[config.mk]
export PLATFORM = sky130hd
export DESIGN_NAME = ls_size_unit_flat
export DESIGN_NICKNAME = d
export VERILOG_FILES = /design/src/rtl/ls_size_unit_if.sv /design/src/rtl/ls_size_unit.sv /design/src/flat_wrapper.sv
export SDC_FILE = /design/constraint.sdc
export NUM_CORES = 1
export LEC_CHECK = 0
export CAP_MARGIN = 20
export CORE_ASPECT_RATIO = 0.7
export CORE_MARGIN = 2
export CORE_UTILIZATION = 51
export CTS_CLUSTER_DIAMETER = 80
export DETAILED_ROUTE_END_ITERATION = 16
export GPL_ROUTABILITY_DRIVEN = 0
export PLACE_DENSITY = 0.81
export REMOVE_ABC_BUFFERS = 1
export SYNTH_ARGS = -nofsm -noshare
export SYNTH_HDL_FRONTEND = slang
export SYNTH_SLANG_ARGS = --single-unit
export TNS_END_PERCENT = 20
[constraint.sdc]
create_clock -name clk -period 4.85 [get_ports clk]
set_input_delay 0.97 -clock clk [delete_from_list [all_inputs] [get_ports clk]]
set_output_delay 0.97 -clock clk [all_outputs]
set_load 0.005 [all_outputs]
[src/rtl/ls_size_unit_if.sv]
// Bus bundle for ls_size_unit: the request/response handshake plus the data memory port.
// The slave modport is the sizing unit. The master modport is the controller/memory side.
interface ls_size_unit_if #(
  parameter int DATA_W = 32
);
  localparam int LANE_W = $clog2(DATA_W / 8);

  logic              start;
  logic [2:0]        op;
  logic [LANE_W-1:0] addr_lo;
  logic [DATA_W-1:0] st_data;
  logic [DATA_W-1:0] mem_rdata;
  logic              mem_rd;
  logic              mem_wr;
  logic [DATA_W-1:0] mem_wdata;
  logic [DATA_W-1:0] load_data;
  logic              busy;
  logic              done;
  logic              misaligned;

  modport slave (
    input  start, op, addr_lo, st_data, mem_rdata,
    output mem_rd, mem_wr, mem_wdata, load_data, busy, done, misaligned
  );

  modport master (
    output start, op, addr_lo, st_data, mem_rdata,
    input  mem_rd, mem_wr, mem_wdata, load_data, busy, done, misaligned
  );
endinterface

[src/rtl/ls_size_unit.sv]
// Load/store sizing unit: lane select + sign/zero extension for loads, read-modify-write for sub-word stores.
// Optional macro ALIGN_CHECK_EN turns misaligned half/word accesses into faults instead of forcing alignment.
module ls_size_unit #(
  parameter int DATA_W  = 32,
  parameter int MEM_LAT = 1
) (
  input  logic           clk,
  input  logic           reset,
  ls_size_unit_if.slave  bus
);
  localparam int LANE_W = $clog2(DATA_W / 8);
  localparam int OFF_W  = LANE_W + 3;

  localparam logic [2:0] OP_LB  = 3'b000;
  localparam logic [2:0] OP_LBU = 3'b001;
  localparam logic [2:0] OP_LH  = 3'b010;
  localparam logic [2:0] OP_LHU = 3'b011;
  localparam logic [2:0] OP_LW  = 3'b100;
  localparam logic [2:0] OP_SB  = 3'b101;
  localparam logic [2:0] OP_SH  = 3'b110;
  localparam logic [2:0] OP_SW  = 3'b111;

  typedef enum logic [2:0] {IDLE, RD, WAIT, WR, DONE} state_t;

  state_t            state, state_next;
  logic [2:0]        op_q;
  logic [LANE_W-1:0] addr_q;
  logic [31:0]       st_q;
  logic [2:0]        cnt;
  logic [DATA_W-1:0] wdata_q;
  logic [DATA_W-1:0] load_q;
  logic              fault;
  logic              direct_sw;
  logic              is_store;
  logic              mem_rd_s, mem_wr_s, done_s;

  logic [OFF_W-1:0]  byte_off, half_off, word_off;
  logic [7:0]        lane_b;
  logic [15:0]       lane_h;
  logic [31:0]       lane_w;
  logic [DATA_W-1:0] extended;
  logic [DATA_W-1:0] merged;

  // Only a 32-bit SW covers the whole memory word, so only it can skip the read.
  assign direct_sw = (DATA_W == 32) && (bus.op == OP_SW);
  assign is_store  = (op_q == OP_SB) || (op_q == OP_SH) || (op_q == OP_SW);

`ifdef ALIGN_CHECK_EN
  logic fault_q;

  always_comb begin
    fault = 1'b0;
    case (bus.op)
      OP_LH, OP_LHU, OP_SH: fault = bus.addr_lo[0];
      OP_LW, OP_SW:         fault = (bus.addr_lo[1:0] != 2'b00);
      default:              fault = 1'b0;
    endcase
  end

  always_ff @(posedge clk or posedge reset) begin
    if (reset)
      fault_q <= 1'b0;
    else if (state == IDLE && bus.start)
      fault_q <= fault;
  end

  assign bus.misaligned = done_s & fault_q;
`else
  assign fault          = 1'b0;
  assign bus.misaligned = 1'b0;
`endif

  always_ff @(posedge clk or posedge reset) begin
    if (reset)
      state <= IDLE;
    else
      state <= state_next;
  end

  always_comb begin
    state_next = state;
    mem_rd_s   = 1'b0;
    mem_wr_s   = 1'b0;
    done_s     = 1'b0;
    case (state)
      IDLE: begin
        if (bus.start) begin
          if (fault)
            state_next = DONE;
          else if (direct_sw)
            state_next = WR;
          else
            state_next = RD;
        end
      end
      RD: begin
        mem_rd_s   = 1'b1;
        state_next = WAIT;
      end
      WAIT: begin
        if (cnt == 3'd1)
          state_next = is_store ? WR : DONE;
      end
      WR: begin
        mem_wr_s   = 1'b1;
        state_next = DONE;
      end
      DONE: begin
        done_s     = 1'b1;
        state_next = IDLE;
      end
      default: state_next = IDLE;
    endcase
  end

  // Shifting the offset right before scaling drops the low address bits, which gives forced alignment for free.
  assign byte_off = OFF_W'(addr_q) << 3;
  assign half_off = OFF_W'(addr_q >> 1) << 4;
  assign word_off = OFF_W'(addr_q >> 2) << 5;

  assign lane_b = bus.mem_rdata[byte_off +: 8];
  assign lane_h = bus.mem_rdata[half_off +: 16];
  assign lane_w = bus.mem_rdata[word_off +: 32];

  // Over-replicate the sign bit and truncate, so the 32-bit LW case needs no zero-width replication.
  always_comb begin
    extended = '0;
    case (op_q)
      OP_LB:   extended = DATA_W'({{DATA_W{lane_b[7]}}, lane_b});
      OP_LBU:  extended = DATA_W'(lane_b);
      OP_LH:   extended = DATA_W'({{DATA_W{lane_h[15]}}, lane_h});
      OP_LHU:  extended = DATA_W'(lane_h);
      OP_LW:   extended = DATA_W'({{DATA_W{lane_w[31]}}, lane_w});
      default: extended = '0;
    endcase
  end

  always_comb begin
    merged = bus.mem_rdata;
    case (op_q)
      OP_SB:   merged[byte_off +: 8]  = st_q[7:0];
      OP_SH:   merged[half_off +: 16] = st_q[15:0];
      default: merged[word_off +: 32] = st_q;
    endcase
  end

  always_ff @(posedge clk or posedge reset) begin
    if (reset) begin
      op_q    <= '0;
      addr_q  <= '0;
      st_q    <= '0;
      cnt     <= '0;
      wdata_q <= '0;
      load_q  <= '0;
    end else begin
      case (state)
        IDLE: begin
          if (bus.start) begin
            op_q   <= bus.op;
            addr_q <= bus.addr_lo;
            st_q   <= bus.st_data[31:0];
            if (direct_sw && !fault)
              wdata_q <= bus.st_data;
          end
        end
        RD: cnt <= 3'(MEM_LAT);
        WAIT: begin
          cnt <= cnt - 3'd1;
          if (cnt == 3'd1) begin
            if (is_store)
              wdata_q <= merged;
            else
              load_q  <= extended;
          end
        end
        default: ;
      endcase
    end
  end

  assign bus.mem_rd    = mem_rd_s;
  assign bus.mem_wr    = mem_wr_s;
  assign bus.mem_wdata = wdata_q;
  assign bus.load_data = load_q;
  assign bus.busy      = (state != IDLE);
  assign bus.done      = done_s;
endmodule

[src/flat_wrapper.sv]
// flat-port wrapper written by rule: the top's interface ports become plain ports
module ls_size_unit_flat 
#(
  parameter int DATA_W  = 32,
  parameter int MEM_LAT = 1
)
  (clk, reset, bus_start, bus_op, bus_addr_lo, bus_st_data, bus_mem_rdata, bus_mem_rd, bus_mem_wr, bus_mem_wdata, bus_load_data, bus_busy, bus_done, bus_misaligned);
  ls_size_unit_if #(.DATA_W(DATA_W)) bus_i ();
  input  logic clk;
  input  logic reset;
  input wire logic [$bits(bus_i.start)-1:0] bus_start;
  input wire logic [$bits(bus_i.op)-1:0] bus_op;
  input wire logic [$bits(bus_i.addr_lo)-1:0] bus_addr_lo;
  input wire logic [$bits(bus_i.st_data)-1:0] bus_st_data;
  input wire logic [$bits(bus_i.mem_rdata)-1:0] bus_mem_rdata;
  output wire logic [$bits(bus_i.mem_rd)-1:0] bus_mem_rd;
  output wire logic [$bits(bus_i.mem_wr)-1:0] bus_mem_wr;
  output wire logic [$bits(bus_i.mem_wdata)-1:0] bus_mem_wdata;
  output wire logic [$bits(bus_i.load_data)-1:0] bus_load_data;
  output wire logic [$bits(bus_i.busy)-1:0] bus_busy;
  output wire logic [$bits(bus_i.done)-1:0] bus_done;
  output wire logic [$bits(bus_i.misaligned)-1:0] bus_misaligned;
  assign bus_i.start = bus_start;
  assign bus_i.op = bus_op;
  assign bus_i.addr_lo = bus_addr_lo;
  assign bus_i.st_data = bus_st_data;
  assign bus_i.mem_rdata = bus_mem_rdata;
  assign bus_mem_rd = bus_i.mem_rd;
  assign bus_mem_wr = bus_i.mem_wr;
  assign bus_mem_wdata = bus_i.mem_wdata;
  assign bus_load_data = bus_i.load_data;
  assign bus_busy = bus_i.busy;
  assign bus_done = bus_i.done;
  assign bus_misaligned = bus_i.misaligned;
  ls_size_unit #(.DATA_W(DATA_W), .MEM_LAT(MEM_LAT)) u_core (.clk(clk), .reset(reset), .bus(bus_i));
endmodule
# Word-level counts from Yosys, hierarchy flattened
# Cells that the tools add are included.
dict set report word_totals {
  inputBits 72
  regBits 107
  wordCells 63
}
dict set report op_classes {
  addsub 3
  shift 6
  mux 18
  reduce_logical 11
  bitwise 1
  eq_ne 17
}
# op n
set op_table {}
lappend op_table {{32-bit case mux with 5 select lines} 1}
lappend op_table {{32-bit two-way mux} 4}
lappend op_table {{32-bit case mux with 2 select lines} 2}
lappend op_table {{32-bit bitwise mux} 2}
lappend op_table {{16-bit by 7-bit variable shift with 32-bit output (first input constant)} 1}
lappend op_table {{8-bit by 7-bit variable shift with 32-bit output (first input constant)} 1}
lappend op_table {{16-bit by 7-bit indexed part select with 32-bit output} 1}
lappend op_table {{32-bit by 6-bit indexed part select with 16-bit output} 1}
lappend op_table {{32-bit by 6-bit indexed part select with 8-bit output} 1}
lappend op_table {{8-bit by 7-bit indexed part select with 32-bit output} 1}
lappend op_table {{3-bit equality test (second input constant)} 6}
lappend op_table {{5-bit negation with 7-bit output} 2}
lappend op_table {{3-bit by 2-bit equality test with 1-bit output (second input constant)} 4}
lappend op_table {{3-bit case mux with 4 select lines} 1}
lappend op_table {{3-bit by 1-bit equality test with 1-bit output (second input constant)} 3}
lappend op_table {{3-bit two-way mux} 3}
lappend op_table {{3-bit zero test} 2}
lappend op_table {{2-bit by 1-bit != test with 1-bit output (second input constant)} 3}
lappend op_table {{3-bit case mux with 2 select lines} 1}
lappend op_table {{5-bit AND reduction} 1}
lappend op_table {{2-bit AND reduction} 2}
lappend op_table {{2-bit nonzero test} 2}
lappend op_table {{1-bit two-way mux} 3}
lappend op_table {{3-bit AND reduction} 1}
lappend op_table {{6 further kinds} 7}

# Depth between registers and ports, before layout
dict set report depth {
  depth_word 7
  ltp_mapped 9
  depth_no_buf 7
}

# Worst setup path before layout
# No wires, ideal clock.
dict set report synth_timing {
  path_kind {reg-to-reg}
  startpoint {reg u_core.addr_q[1]}
  endpoint {reg u_core.wdata_q[31] (netlist: u_core.bus.mem_wdata[31])}
  slack_ns 2.628
  synth_period_minus_slack_ns 2.222
  path_stages_with_launch 9
  arrival_time_ns 2.126
  setup_ns 0.095
  cell_sequence {dfrtp_1 buf_2 inv_1 ha_1 or3_1 clkbuf_1 o22ai_1 a221oi_1 o31ai_1}
}
dict set report synth_between {
  elab_chain_len 7
}
# item line_no
set synth_lines {}
lappend synth_lines {{start, declared} ls_size_unit.sv:27} ;# logic [LANE_W-1:0] addr_q;
lappend synth_lines {{start signal, assigned} ls_size_unit.sv:160} ;# addr_q <= bus.addr_lo;
lappend synth_lines {{5-bit negation with 7-bit output, on equally long branches} {ls_size_unit.sv:142, ls_size_unit.sv:141}}
lappend synth_lines {{16-bit by 7-bit indexed part select with 32-bit output (tied with other cells)} ls_size_unit.sv:142} ;# OP_SH: merged[half_off +: 16] = st_q[15:0];
lappend synth_lines {{32-bit bitwise mux, on equally long branches} {ls_size_unit.sv:142, ls_size_unit.sv:141}}
lappend synth_lines {{32-bit case mux with 2 select lines (*)} ls_size_unit.sv:140} ;# case (op_q)
lappend synth_lines {{32-bit two-way mux (*)} ls_size_unit.sv:170} ;# if (is_store)
lappend synth_lines {{32-bit two-way mux (*)} ls_size_unit.sv:169} ;# if (cnt == 3'd1) begin
lappend synth_lines {{32-bit case mux with 2 select lines (*)} ls_size_unit.sv:156} ;# case (state)
lappend synth_lines {{end signal, assigned} ls_size_unit.sv:163} ;# wdata_q <= bus.st_data;
lappend synth_lines {{end signal, assigned} ls_size_unit.sv:171} ;# wdata_q <= merged;
lappend synth_lines {{end, declared} ls_size_unit.sv:30} ;# logic [DATA_W-1:0] wdata_q;
# Mark *: on every way between the ends. The rest lies on a longest branch, timed or not. The select of a mux whose other input is x is not followed.
# A chain may end at the register's enable or synchronous reset.

# Worst setup path after layout
dict set report layout_timing {
  startpoint {reg u_core.state[0]}
  endpoint {reg u_core.load_q[5] (netlist: u_core.bus.load_data[5])}
}
dict set report layout_between {
  elab_chain_len 2
}
# item line_no
set layout_lines {}
lappend layout_lines {{start, declared} ls_size_unit.sv:25} ;# state_t state, state_next;
lappend layout_lines {{start signal, assigned} ls_size_unit.sv:77} ;# state <= state_next;
lappend layout_lines {{3-bit by 2-bit equality test with 1-bit output} ls_size_unit.sv:156}
lappend layout_lines {{3-bit AND reduction (no source line)} -}
lappend layout_lines {{end signal, assigned} ls_size_unit.sv:173} ;# load_q <= extended;
lappend layout_lines {{end, declared} ls_size_unit.sv:31} ;# logic [DATA_W-1:0] load_q;
# No other way between the ends.

==> out/metrics.json <==
{
  "drt": {
    "route.vias.total": 5812,
    "drt-pass1-iter-count": 5,
    "drc_errors": 0,
    "vias_per_cell": 6.36,
    "detail_route.iter0.violations": 676,
    "wl_per_cell_um": 20.8,
    "totalWireLength_mm": 19.0,
    "antenna_nets_post_route": 0
  },
  "pwr": {
    "power.switching_fraction": 0.416,
    "share_comb_of_total_power": 0.533,
    "switching_power_mw": 2.28,
    "power_frac_seq": 0.330,
    "p_per_area_nw_per_um2": 702,
    "clockPowerShare": 0.136,
    "cellInternalPower_mw": 3.21,
    "ir_worst_vdd_uv": 358,
    "power.leakage_nw": 3.22
  },
  "cts": {
    "worst_setup_hold_path_clk_slew_ns": 0.07,
    "cts_htree_levels": 3,
    "clock_tree_from_tritoncts": "built",
    "clock_latency_ns": 0.35,
    "cts_root_buffer": "clkbuf_16",
    "clock_tree.buffer_depth": 2,
    "cts_sink_cnt": 107,
    "cts_inserted_buffers": 9,
    "postCtsSetupBuffers": 0,
    "postCtsHoldBufs": 0,
    "cts_repair_resize_count": 0
  },
  "floorplanning": {
    "fp.dieArea_sq_um": 12800,
    "chipHeight_um": 95.4,
    "num_io_pins": 141,
    "core_area_sq_um": 11700,
    "std_cell_rows": 33,
    "die_x_um": 134,
    "starting_density_of_the_core": 0.520
  },
  "sta": {
    "slew-limit-headroom": 0.340,
    "finalSetupViolCount": 0,
    "clock.fmax_ghz": 0.342,
    "fin_worst_skew_ns": 0.00924,
    "hold_fails_final_rpt": 0,
    "slew_viols_final": 0,
    "min_period_over_period": 0.604,
    "final.setup.tns_ns": 0,
    "rsz_0062_raised_after_global_routing": "false",
    "period_minus_slack_ns": 2.93,
    "tightestPinTransition_ns": 0.987
  },
  "worst_hold_path": {
    "hold_start": "u_core.bus.mem_wdata[11]",
    "hold_depth": 2,
    "sink_of_the_worst_hold_path": "u_core.bus.mem_wdata[11]",
    "holdCritPathClass": "flip-flop to flip-flop"
  },
  "global_routing": {
    "antenna_violations_before_repair": 0,
    "first_global_vias": 5467,
    "grt_max_degree": 90,
    "grt_overflow": 0,
    "grtUsageTotal": 0.302,
    "grt_pass1_wl_mm": 29.6
  },
  "critical_path": {
    "crit_type": "flip-flop to flip-flop",
    "r2r_slack_ns": 1.92,
    "crit_path_start_kind": "flip-flop",
    "worstSetupStartpoint": "u_core.state[0]",
    "cp_data_required_time_ns": 5.12,
    "reg2reg_from": "u_core.state[0]",
    "cp-end-kind": "flip-flop",
    "worstPathArrival_ns": 3.19,
    "reg2regPathDepth": 6,
    "worst_r2r_endpoint": "u_core.bus.load_data[5]",
    "cp_max_fo": 24
  },
  "yosys": {
    "netlist_area_sq_um": 6080,
    "yosys.area_share.adder": 0.0144,
    "synth_edf_count": 0,
    "synth_top_family_by_area": "compound AO/OA/AOI/OAI gates",
    "synth.lib_cells_used.distinct": 50,
    "simple_logic_cell_fraction_of_the_synthesized_area": 0.156,
    "synth_compound_gate_area_share": 0.220,
    "dominantRegCellSynth": "dfrtp_1",
    "postSynth.asyncResetShare": 1.00,
    "yosysWarningCount": 0,
    "xor_and_xnor_area_share_after_synthesis": 0.00144,
    "synth.mux.area_fraction": 0.112,
    "ys_seq_area_frac": 0.440,
    "post_synth_inst_count": 644,
    "synthesis_stage_register_bit_count": 107,
    "post_synth.cell_area_avg_sq_um": 9.44
  },
  "place": {
    "post-place-cells": 897,
    "io_port_bufs": 139,
    "post-dp-hpwl_mm": 13.2
  },
  "status": {
    "run_status": "completed"
  },
  "layout": {
    "area_delta_synth_final_pct": 28.6,
    "final_cell_count_no_fill": 914,
    "final.fill_count": 920,
    "antenna_cells": 0,
    "num-nets-final": 832,
    "layout-drive-gt1-share": 0.106
  },
  "run": {
    "maxCapViolCount": 0
  }
}
power groups by stage:
stage / logic [mW] / clock network [mW] / registers, mW
after floorplan: 1.66 / 0 / 1.73
after global placement: 2.76 / 0 / 1.78
after detailed placement: 2.85 / 0 / 1.81
after CTS: 2.88 / 0.753 / 1.80
after global routing: 3.16 / 0.790 / 1.87
final: 2.93 / 0.749 / 1.81
cell usage in the layout, fill, tap and decap left out, drive strengths merged, types with 3 or more instances in the layout:
cell type | synthesis | layout
and3 | 5 | 5
nor3 | 4 | 4
nand2b | 23 | 23
o21ai | 37 | 37
a2bb2oi | 5 | 5
clkdlybuf4s50 | 0 | 139
inv | 21 | 21
mux4 | 3 | 3
clkbuf | 21 | 13
and3b | 4 | 4
a22oi | 11 | 11
mux2i | 22 | 22
nand3 | 18 | 18
o31ai | 17 | 17
ha | 7 | 7
o22ai | 30 | 30
a221oi | 15 | 15
dfrtp | 107 | 107
nand2 | 55 | 55
nand4 | 3 | 3
nor2 | 76 | 76
mux2 | 35 | 35
a221o | 18 | 18
buf | 29 | 9
a21oi | 56 | 56
per-stage QoR:
stage	cell area, sq um	worst slack [ns]	hold WS, ns	util	power [mW]
detailed placement	7480	1.79	0.473	0.640	4.66
floorplan	5830	0.690	0.450	-	3.39
CTS	7770	2.00	0.488	0.665	5.43
global route	7820	1.77	0.508	0.669	5.82
finish	7820	1.92	0.485	0.669	5.49
global placement	7480	1.87	0.465	0.640	4.54
worst max-delay path by stage:
stage | cells past startpoint | to
detailed placement | 5 | u_core.bus.mem_wdata[29]
floorplan | 3 | u_core.op_q[0]
global route | 6 | u_core.bus.load_data[3]
finish | 6 | u_core.bus.load_data[5]
CTS | 6 | u_core.bus.load_data[3]
global placement | 5 | u_core.bus.mem_wdata[31]
cell families (layout without fill, tap and decap cells):
group / count (synthesis) / count (layout)
xor+xnor: 1 / 1
mux: 60 / 60
simple gates: 201 / 201
buf+inv: 71 / 184
other cells: 1 / 1
flops: 107 / 107
compound gates: 196 / 196
fa+ha+maj: 7 / 7
layout make-up:
class / instances / area, sq um / area share
Clock buffer: 13 / 260 / 0.0333
Clock inverter: 2 / 35.0 / 0.00448
Inverter: 21 / 81.3 / 0.0104
Multi-Input combinational cell: 466 / 3080 / 0.394
Sequential cell: 107 / 2680 / 0.342
Tap cell: 157 / 196 / 0.0251
Timing Repair Buffer: 148 / 1490 / 0.191
cell usage after synthesis (2+ instances only):
cell type	count	share of area
nor2_1	75	0.046
a2bb2oi_1	5	0.0072
buf_6	4	0.0074
o31ai_2	11	0.023
mux2_2	35	0.065
and3_1	5	0.0051
a221oi_1	15	0.022
mux4_2	3	0.011
nand2_1	55	0.034
inv_1	20	0.012
o21ai_0	33	0.027
buf_2	20	0.016
nor2b_1	2	0.0021
nand3b_1	2	0.0025
or3_1	2	0.0021
nor3_1	3	0.0025
buf_4	3	0.0037
and2_1	2	0.0021
o22ai_1	30	0.031
nand4_1	3	0.0031
nand2b_1	22	0.023
a311oi_1	2	0.0029
ha_1	7	0.014
a221o_1	18	0.030
mux2i_1	22	0.036
o21ai_1	4	0.0033
o31ai_1	6	0.0074
clkbuf_1	21	0.013
a22oi_1	11	0.014
and3b_1	4	0.0058
dfrtp_1	107	0.44
buf_1	2	0.0012
a21oi_1	56	0.046
nand3_1	18	0.015
worst max-delay path, cell delays in order (launching register included):
cell	delay, ns
dfrtp_1	0.48
nor2_1	0.22
nand2_1	0.59
nor2_2	0.95
buf_4	0.40
nor2_1	0.07
a21oi_1	0.13
per-layer routing:
| layer | up-vias | track usage | part of all wire |
|---|---|---|---|
| met1 | 2799 | 0.428 | 0.42 |
| met2 | 403 | 0.458 | 0.44 |
| met3 | 49 | 0.0861 | 0.13 |
| met4 | 0 | 0.0825 | 0.018 |
| li1 | 2561 | - | - |
| met5 | - | 0 | 0 |
registers in the layout, summed over array words and instances (netlist names):
| signal | count |
|---|---|
| u_core.bus.mem_wdata | 32 |
| u_core.bus.load_data | 32 |
| u_core.state | 3 |
| u_core.cnt | 3 |
| u_core.st_q | 32 |
| u_core.addr_q | 2 |
| u_core.op_q | 3 |
Power figures use the tool's default switching activity.
